<file path="src/rtl/stream_sink.sv">
// Stream sink: accepts beats under a configurable ready pattern, checks for an
// incrementing data sequence and flags upstream protocol violations.
module stream_sink #(
  parameter int unsigned G_DATA_SIZE = 8,
  parameter int unsigned G_CNT_SIZE  = 16,
  parameter logic [15:0] G_SEED      = 16'hACE1
) (
  input  logic                   clk_i,
  input  logic                   rst_i,
  input  logic                   s_valid_i,
  output logic                   s_ready_o,
  input  logic [G_DATA_SIZE-1:0] s_data_i,
  input  logic [1:0]             mode_i,
  output logic [G_CNT_SIZE-1:0]  count_o,
  output logic [G_CNT_SIZE-1:0]  err_cnt_o,
  output logic                   proto_err_o
);

  // An all-zero LFSR would lock up, so a zero seed is forced to 1.
  localparam logic [15:0] SEED = (G_SEED == 16'h0000) ? 16'h0001 : G_SEED;

  typedef enum logic [1:0] {
    MODE_ALWAYS = 2'b00,
    MODE_NEVER  = 2'b01,
    MODE_RANDOM = 2'b10,
    MODE_ALT    = 2'b11
  } mode_e;

  logic [15:0]            lfsr_q, lfsr_d;
  logic                   ready_q, ready_d;
  logic [G_DATA_SIZE-1:0] exp_q, exp_d;
  logic [G_CNT_SIZE-1:0]  count_q, count_d;
  logic [G_CNT_SIZE-1:0]  err_q, err_d;
  logic                   proto_q, proto_d;
  logic                   stall_q, stall_d;
  logic [G_DATA_SIZE-1:0] hist_data_q, hist_data_d;
  logic                   feedback;
  logic                   accept;
  logic                   violation;

  always_comb begin
    feedback    = lfsr_q[15] ^ lfsr_q[13] ^ lfsr_q[12] ^ lfsr_q[10];
    lfsr_d      = {lfsr_q[14:0], feedback};
    accept      = s_valid_i & ready_q;

    ready_d = 1'b0;
    case (mode_e'(mode_i))
      MODE_ALWAYS: ready_d = 1'b1;
      MODE_NEVER:  ready_d = 1'b0;
      MODE_RANDOM: ready_d = lfsr_d[0];
      MODE_ALT:    ready_d = ~ready_q;
      default:     ready_d = 1'b0;
    endcase

    count_d = count_q;
    err_d   = err_q;
    exp_d   = exp_q;
    if (accept) begin
      if (count_q != '1) count_d = count_q + 1'b1;
      if (s_data_i == exp_q) begin
        exp_d = exp_q + 1'b1;
      end else begin
        // Resynchronise to the received value so one gap costs one error.
        exp_d = s_data_i + 1'b1;
        if (err_q != '1) err_d = err_q + 1'b1;
      end
    end

    // A stalled beat must be presented again unchanged on the next cycle.
    stall_d     = s_valid_i & ~ready_q;
    hist_data_d = s_data_i;
    violation   = stall_q & (~s_valid_i | (s_data_i != hist_data_q));
    proto_d     = proto_q | violation;
  end

  always_ff @(posedge clk_i or posedge rst_i) begin
    if (rst_i) begin
      lfsr_q      <= SEED;
      ready_q     <= 1'b0;
      exp_q       <= '0;
      count_q     <= '0;
      err_q       <= '0;
      proto_q     <= 1'b0;
      stall_q     <= 1'b0;
      hist_data_q <= '0;
    end else begin
      lfsr_q      <= lfsr_d;
      ready_q     <= ready_d;
      exp_q       <= exp_d;
      count_q     <= count_d;
      err_q       <= err_d;
      proto_q     <= proto_d;
      stall_q     <= stall_d;
      hist_data_q <= hist_data_d;
    end
  end

  assign s_ready_o   = ready_q;
  assign count_o     = count_q;
  assign err_cnt_o   = err_q;
  assign proto_err_o = proto_q;

endmodule

</file>
<file path="config.mk">
export PLATFORM = sky130hd
export DESIGN_NAME = stream_sink
export DESIGN_NICKNAME = d
export VERILOG_FILES = /design/src/rtl/stream_sink.sv
export SDC_FILE = /design/constraint.sdc
export NUM_CORES = 1
export LEC_CHECK = 0
export ABC_AREA = 1
export BUFFER_PORTS_ARGS = -buffer_cell sky130_fd_sc_hd__clkbuf_2
export CAP_MARGIN = 20
export CORE_MARGIN = 5
export CORE_UTILIZATION = 45
export CTS_BUF_LIST = sky130_fd_sc_hd__clkbuf_4 sky130_fd_sc_hd__clkbuf_8 sky130_fd_sc_hd__clkbuf_16
export CTS_CLUSTER_DIAMETER = 60
export DETAILED_ROUTE_END_ITERATION = 16
export MAX_ROUTING_LAYER = met4
export RECOVER_POWER = 25
export SETUP_SLACK_MARGIN = 0.5
export SYNTH_ARGS = -nofsm -noshare
export SYNTH_HDL_FRONTEND = slang
export SYNTH_SLANG_ARGS = --single-unit
</file>
<file path="constraint.sdc">
create_clock -name clk_i -period 2.6 [get_ports clk_i]
set_input_delay 0.26 -clock clk_i [delete_from_list [all_inputs] [get_ports clk_i]]
set_output_delay 0.26 -clock clk_i [all_outputs]
set_load 0.03 [all_outputs]
</file>
Word-level counts from Yosys, hierarchy flattened
Index checks and enable logic that the tools add are counted.
{ "classes": {"addsub": 4, "shifts": 0, "n_reduce_logical": 3, "bitwise_logic": 11, "n_lt_le_gt_ge": 0, "div_mod_pow": 0, "muxes": 2, "mul": 0, "eq_ne": 7} }
{ "op_table": {"columns": ["op", "n"], "rows": [
  ["$add A16 B1 Y16 const B", 2],
  ["$ne A16 B16 Y1 const B", 2],
  ["$add A8 B1 Y8 const B", 2],
  ["$eq A8 B8 Y1", 1],
  ["$mux W8", 1],
  ["$ne A8 B8 Y1", 1],
  ["$eq A2 B2 Y1 const B", 2],
  ["$pmux W1 S4", 1],
  ["$and A1 B1 Y1", 3],
  ["$not A1 Y1", 3],
  ["$reduce_and A3 Y1", 1],
  ["$xor A1 B1 Y1", 3],
  ["$eq A2 B1 Y1 const B", 1],
  ["$logic_not A2 Y1", 1],
  ["$or A1 B1 Y1", 2],
  ["$reduce_and A2 Y1", 1]
]} }
{ "totals": {"n_memories": 0, "ramBits": 0, "wordCells": 35, "regBits": 67, "output_inout_bits": 34, "romBits": 0, "latch_bits": 0} }

Depth between registers and ports, before layout
Gate-level depths: netlist (run 1).
{ "logic_depth": {"ltp_word": 4, "mapped_depth": 10, "ltp_nobuf": 9} }

Worst setup path before layout (run 1)
Ideal clock, no wire load.
{ "synth_path": {"path_type": "register to register", "startpoint": "register err_q[0] (netlist: err_cnt_o[0])", "endpoint": "register err_q[0] (netlist: err_cnt_o[0])", "t_arrival_ps": 1625, "synth_period_minus_slack_ps": 1744, "path_slack_ps": 856, "stages_incl_launch_ff": 10, "n_path_buf": 1, "required_time_ps": 2481, "path_cell_list": "dfrtp_1 -> ha_1 -> inv_2 -> nor2_4 -> nand3_2 -> nor2_4 -> nor2_4 -> buf_2 -> nand3_1 -> nand2_1"} }
{ "synth_via": {"elab_chain_cells": 2, "elab_cells_between_ends": 3, "cone_classes": "1 x add/sub; 1 x eq/ne; 1 x reduce/logical"} }
{ "synth_rtl": {"columns": ["element", "line_no", "rtl"], "rows": [
  ["start: declaration", "33", "logic [G_CNT_SIZE-1:0] err_q, err_d;"],
  ["start signal: assignment", "91", "err_q <= err_d;"],
  ["branches (longest 2 deep; another with $add A16 B1 Y16)", null, null]
]} }
Parallel ways; which one is timed is not known.
A chain may end at the register's enable or synchronous reset.

Final worst setup path (run 1)
{ "layout_path": {"startpoint": "register err_q[0] (netlist: err_cnt_o[0])", "endpoint": "register err_q[5] (netlist: err_cnt_o[5])"} }
Same word-level chain as after synthesis.

==> results of run 1 <==
## report_power, final
| group | internal (mW) | switching [mW] |
|---|---|---|
| Sequential | 1.14 | 0.128 |
| Clock | 0.461 | 0.389 |
| Combinational | 0.184 | 0.374 |
## path summary, 6_finish.rpt
path                                           from                  endpoint  cells after the start
max reg2reg                err_cnt_o[0]$_DFFE_PP0P_  err_cnt_o[5]$_DFFE_PP0P_                      9
max                        err_cnt_o[0]$_DFFE_PP0P_  err_cnt_o[5]$_DFFE_PP0P_                      9
min                                     s_data_i[7]  hist_data_q[7]$_DFF_PP0_                      1
min reg2reg                     lfsr_q[4]$_DFF_PP0_       lfsr_q[5]$_DFF_PP1_                      0
max in group asynchronous                     rst_i  err_cnt_o[1]$_DFFE_PP0P_                      3
min in group asynchronous                     rst_i       lfsr_q[4]$_DFF_PP0_                      3
## layer usage
metal | wire [µm] | vias to the layer above | global-route usage
li1 | - | 1412 | -
met2 | 3210 | 49 | 0.253
met5 | 0 | - | -
met1 | 3520 | 1236 | 0.227
met3 | 282 | 10 | 0.0417
met4 | 100 | 0 | 0.0594
## state kept, by name (all words and copies together) (netlist names)
signal,count
hist_data_q,8
err_cnt_o,16
stall_q,1
proto_err_o,1
exp_q,8
lfsr_q,16
s_ready_o,1
count_o,16
## worst reg2reg max path, cell delays in order (launching register included)
cell     delay, ns
dfrtp_1       0.45
ha_1          0.30
inv_2         0.09
nor2_4        0.05
nand3_2       0.10
nor2_4        0.04
nor2_4        0.34
nand2_4       0.22
nand2_1       0.12
nand2_1       0.05
## cell families after synthesis
| logic type | share of synthesized area |
|---|---|
| AOI/OAI and AO/OA | 0.0335 |
| xor gates and xnor gates | 0.0876 |
| adders and majority gates | 0.0110 |
| buffers and inverters | 0.0541 |
| DFF | 0.496 |
| and+or+nand+nor | 0.318 |
## metrics by stage
step | util | std cells | total power [mW] | setup slack, ns
after detailed placement | 0.509 | 556 | 1.85 | 0.756
after floorplan | - | 418 | 1.69 | 0.670
after CTS | 0.535 | 572 | 2.72 | 0.755
after global routing | 0.533 | 572 | 2.86 | 0.535
after global placement | 0.509 | 556 | 1.85 | 0.808
final | 0.533 | 572 | 2.68 | 0.731
## cells in the mapped netlist
cell      instances
buf_8             1
a31oi_1           2
nand4_1           7
nand3_1          31
nand3_2           1
nand2_4           2
xnor2_1          23
clkbuf_1          3
o21ai_0          17
a21oi_2           1
dfrtp_1          59
nor2_2            3
nor3b_2           1
nand2_1         155
nand2_2           3
xor2_1           11
buf_6             1
nor2_1           38
clkinv_1          1
ha_1              3
o31ai_1           1
inv_1            33
buf_2             3
nor2_4            4
or2_2             3
nor3_1            2
dfstp_2           8
inv_2             1
## area by class of cell
class	count	area (µm²)	area share
multi-input cells	308	1530	0.393
clock inverters	5	53.8	0.0138
repair buffers	47	225	0.0579
flip-flops and latches	67	1690	0.434
inverters	35	131	0.0338
well taps	99	124	0.0319
clock buffers	11	139	0.0357
==> impl_metrics.py, run 1 <==
metrics = {
    "global_routing": {
        "grt_max_degree": 68,
        "grt_pass1_vias": 2678,
        "grt-ovfl-total": 0,
        "antenna_found_initial": 0,
        "grt_pass1_wl_um": 12900,
        "grt_usage": 0.170,
    },
    "logic_synthesis": {
        "syn_inst": 418,
        "ys_seq_elements": 67,
        "synth.yosys.seq_area_share": 0.496,
        "synth_area_leader_cell": "dfrtp_1",
        "synth_fp_nets": 434,
        "synth_area_um2": 3400,
        "synth_area_per_cell_um2": 8.13,
        "synth_area_leaders": "dfrtp_1 (43%), nand2_1 (17%), dfstp_2 (6.2%)",
        "synth.distinct_cells": 28,
        "yosys.area.top_type_share": 0.434,
        "yosysWarningCount": 0,
    },
    "power": {
        "p_leak_nw": 1.90,
        "cellPowerDensity_nw_per_um2": 689,
        "irDropWorstVdd_v": 0.000467,
    },
    "sta": {
        "rsz0062_at_grt": "false",
        "fin_setup_tns_ns": 0,
        "timing.slew.headroom": -0.0997,
        "max_freq_mhz": 535,
        "tightestPinTransition_ns": 1.65,
        "fin_crit_ns": 1.87,
        "hold_viol": 0,
        "finClkSkew_ns": 0.00743,
        "post-route-period-util": 0.719,
        "worst_hold_slack_ns": 0.0958,
        "setup_viol": 0,
        "slew_violations": 68,
    },
    "routing": {
        "ant_nets": 0,
        "route.detailed.wl_per_inst_um": 12.4,
        "vias_per_cell": 4.73,
        "route.detailed.drc": 0,
        "routed_wl_um": 7120,
        "vias": 2707,
        "initialDrtViolationCount": 90,
        "drt-pass1-iter-count": 4,
    },
    "floorplan": {
        "die_x_um": 96.9,
        "die_area_um2": 9390,
        "core_area_um2": 7290,
        "start_util": 0.466,
        "die_h_um": 96.9,
        "placementRows": 31,
        "ios": 47,
    },
    "cells_and_area": {
        "layout_commonest_cell": "nand2_1",
        "stdcell_area_um2": 3890,
        "layout-drive-gt1-share": 0.169,
        "nFillCells": 739,
        "mostFrequentLayoutCells": "nand2_1 (155), dfrtp_1 (59), clkbuf_2 (39)",
        "antenna_cells": 0,
        "nets": 484,
        "areaGrowthSynthToFinish_pct": 14.4,
    },
    "clock_tree": {
        "numCtsBuffers": 9,
        "cts-root-buf": "clkbuf_8",
        "cts_tree": "yes",
        "clock-sinks": 67,
        "cts_setup_buffers": 0,
        "htree_num_levels": 3,
        "cts_buffer_depth": 2,
        "post_cts_resized": 0,
        "clock_latency_ns": 0.34,
        "holdBufCountCts": 0,
        "clk_pin_slew_worst_paths_ns": 0.07,
    },
    "outcome": {
        "status": "complete, but fails checks",
        "violations": "capacitance limit, slew limit",
    },
    "worst_setup_path": {
        "path_buf_inv": 1,
        "rrSetupSlack_ns": 0.73,
        "crit_top_cell": "nor2_4",
        "path_cells": "ha_1 > inv_2 > nor2_4 > nand3_2 > nor2_4 > nor2_4 > nand2_4 > nand2_1 > nand2_1",
        "slowest_stage": "dfrtp_1",
        "cp_top_family": "simple AND/OR/NAND/NOR gates",
        "critPathLaunchType": "register",
        "crit_path_end_kind": "register",
        "crit_required_ns": 2.83,
        "slowest_delay_ns": 0.45,
        "crit_type": "reg2reg",
        "critPathArrivalTime_ns": 2.10,
        "crit_fanout": 17,
    },
    "placed_design": {
        "hpwl_um": 4980,
        "placed_area_um2": 3710,
        "io_buffers": 46,
        "globalplace.congestion": 0.851,
    },
    "worst_hold_path": {
        "hp-class": "in2reg",
    },
    "run": {
        "maxCapViolations": 1,
    },
}
Power figures use the tool's default switching activity.
==> inputs of run 2 (changes only) <==
==> constraint.sdc (replaced) <==
create_clock -name clk_i -period 1.9 [get_ports clk_i]
set_input_delay 0.19 -clock clk_i [delete_from_list [all_inputs] [get_ports clk_i]]
set_output_delay 0.19 -clock clk_i [all_outputs]
set_load 0.03 [all_outputs]
==> run 2 against run 1 <==
The run now ends clean. Cell count rose by 8.6%. Sequential share of layout area fell by 5.5 points. Cell area rose by 16%.
==> impl_metrics.py, run 2 (same netlist as run 1, synthesis figures left out) <==
metrics = {
    "outcome": {
        "status": "complete, no violations",
    },
    "worst_setup_path": {
        "crit_fanout": 18,
        "critPathArrivalTime_ns": 1.86,
        "crit_path_end_kind": "asynchronous set/reset pin",
        "slowest_stage": "dlygate4sd3_1",
        "critPathLaunchType": "primary input",
        "ff2ff_path_depth": 10,
        "path_buf_inv": 4,
        "crit_required_ns": 2.31,
        "path_cells": "dlygate4sd3_1 > clkbuf_2 > clkinvlp_2 > clkbuf_1",
        "cp_top_family": "buffers and inverters",
        "timing.rr.start": "err_cnt_o[0]$_DFFE_PP0P_",
        "r2r-end": "err_cnt_o[15]$_DFFE_PP0P_",
        "crit_type": "in2async",
        "slowest_delay_ns": 0.53,
        "rrSetupSlack_ns": 0.45,
    },
    "power": {
        "p_leak_nw": 2.20,
        "cellPowerDensity_nw_per_um2": 906,
        "irDropWorstVdd_v": 0.000885,
    },
    "routing": {
        "routed_wl_um": 7930,
        "initialDrtViolationCount": 114,
        "ant_nets": 0,
        "vias": 2950,
        "drt-pass1-iter-count": 4,
        "route.detailed.wl_per_inst_um": 12.8,
        "route.detailed.drc": 0,
        "vias_per_cell": 4.75,
    },
    "clock_tree": {
        "cts_tree": "yes",
        "cts-root-buf": "clkbuf_8",
        "htree_num_levels": 3,
        "clock_latency_ns": 0.35,
        "cts_buffer_depth": 2,
        "clock-sinks": 67,
        "numCtsBuffers": 9,
        "clk_pin_slew_worst_paths_ns": 0.08,
    },
    "worst_hold_path": {
        "min_to": "hist_data_q[4]$_DFF_PP0_",
        "hp-start": "s_data_i[4]",
        "whs_path_depth": 1,
        "hp-class": "in2reg",
    },
    "cells_and_area": {
        "nFillCells": 659,
        "areaGrowthSynthToFinish_pct": 33.1,
        "antenna_cells": 0,
        "instances_no_fill": 621,
        "layout_commonest_cell": "nand2_1",
        "utilization": 0.620,
        "nets": 533,
        "layout-drive-gt1-share": 0.322,
        "mostFrequentLayoutCells": "nand2_1 (141), dfrtp_1 (38), clkbuf_2 (38)",
    },
    "sta": {
        "max_freq_mhz": 689,
        "rsz0062_at_grt": "true",
        "fin_ws_ns": 0.448,
        "finClkSkew_ns": 0.0116,
        "hold_viol": 0,
        "fin_crit_ns": 1.45,
        "post-route-period-util": 0.764,
        "fin_setup_tns_ns": 0,
        "setup_viol": 0,
        "slew_violations": 0,
        "tightestPinTransition_ns": 0.831,
        "timing.slew.headroom": 0.443,
    },
    "placed_design": {
        "globalplace.congestion": 0.894,
        "io_buffers": 46,
        "post-place-cells": 562,
        "pre_cts_ws_ns": 0.149,
        "hpwl_um": 5360,
    },
    "global_routing": {
        "grt_pass1_wl_um": 13400,
        "antenna_found_initial": 0,
        "grt_pass1_vias": 2795,
        "grt-ovfl-total": 0,
        "grt_max_degree": 42,
        "grt_usage": 0.181,
    },
    "floorplan": {
        "die_x_um": 96.9,
        "ios": 47,
        "die_area_um2": 9390,
        "core_area_um2": 7290,
        "start_util": 0.466,
        "die_h_um": 96.9,
        "placementRows": 31,
    },
    "run": {
        "maxCapViolations": 0,
    },
}
[run 2: cell types whose count changed in the layout (fill, tap and decap cells not counted), sizes merged]
cell	change
clkinvlp	+3
buf	+44
inv	+3
dlygate4sd3	+4
clkbuf	-1
clkinv	-4
[run 2: worst register-to-register path, cell delays in order, from the launching register on]
cell and delay [ns]:
dfrtp_2 0.39, ha_4 0.15, inv_2 0.04, nor2_4 0.08, nand3_2 0.11, nor2_4 0.11
nor2_4 0.05, buf_12 0.13, buf_8 0.13, nand3_1 0.08, nand2_1 0.05
[run 2: routing by layer]
layer	share of wire	up-vias	global-route usage
met5	0	-	-
met4	0.0072	0	0.0583
met3	0.041	4	0.0561
met2	0.48	52	0.274
met1	0.47	1387	0.231
li1	-	1507	-
[run 2: final cells by class]
| cell class | instances | area, µm² | share of cell area |
|---|---|---|---|
| clock inverters | 7 | 82.6 | 0.0183 |
| multi-input cells | 308 | 1670 | 0.370 |
| well taps | 99 | 124 | 0.0274 |
| inverters | 35 | 133 | 0.0293 |
| flip-flops and latches | 67 | 1710 | 0.379 |
| clock buffers | 9 | 124 | 0.0274 |
| repair buffers | 96 | 674 | 0.149 |
[run 2: worst max-delay path by stage]
stage	start	to	slack, ns	depth (start not counted)
2_1_floorplan	err_cnt_o[0]$_DFFE_PP0P_	err_cnt_o[0]$_DFFE_PP0P_	0.35	10
3_3_place_gp	err_cnt_o[0]$_DFFE_PP0P_	err_cnt_o[0]$_DFFE_PP0P_	0.18	9
3_5_place_dp	err_cnt_o[0]$_DFFE_PP0P_	err_cnt_o[15]$_DFFE_PP0P_	0.15	9
4_1_cts	err_cnt_o[0]$_DFFE_PP0P_	err_cnt_o[15]$_DFFE_PP0P_	0.45	10
5_1_grt	rst_i	err_cnt_o[10]$_DFFE_PP0P_	0.26	4
6_report	rst_i	err_cnt_o[10]$_DFFE_PP0P_	0.45	4
[run 2: power by group]
group | leakage (nW) | internal, mW | switching, mW
Clock | 0.0988 | 0.629 | 0.622
Sequential | 0.821 | 1.58 | 0.160
Combinational | 1.28 | 0.470 | 0.635
[run 2: per-stage QoR]
| stage | power (mW) | hold slack (ns) | instance area (µm²) |
|---|---|---|---|
| final | 4.10 | 0.0582 | 4520 |
| after global placement | 2.62 | 0.193 | 3840 |
| after floorplan | 2.39 | 0.221 | 3470 |
| after global routing | 4.35 | 0.0384 | 4520 |
| after CTS | 4.05 | 0.00573 | 4330 |
| after detailed placement | 2.64 | 0.203 | 3840 |
[run 2: what timing repair did]
item	CTS	global route
pin swaps	6	4
setup buffers	23	15
hold endpoints to repair	13	1
setup endpoints to repair	25	32
hold buffers	3	1
resized for setup	13	21
gates cloned	1	0
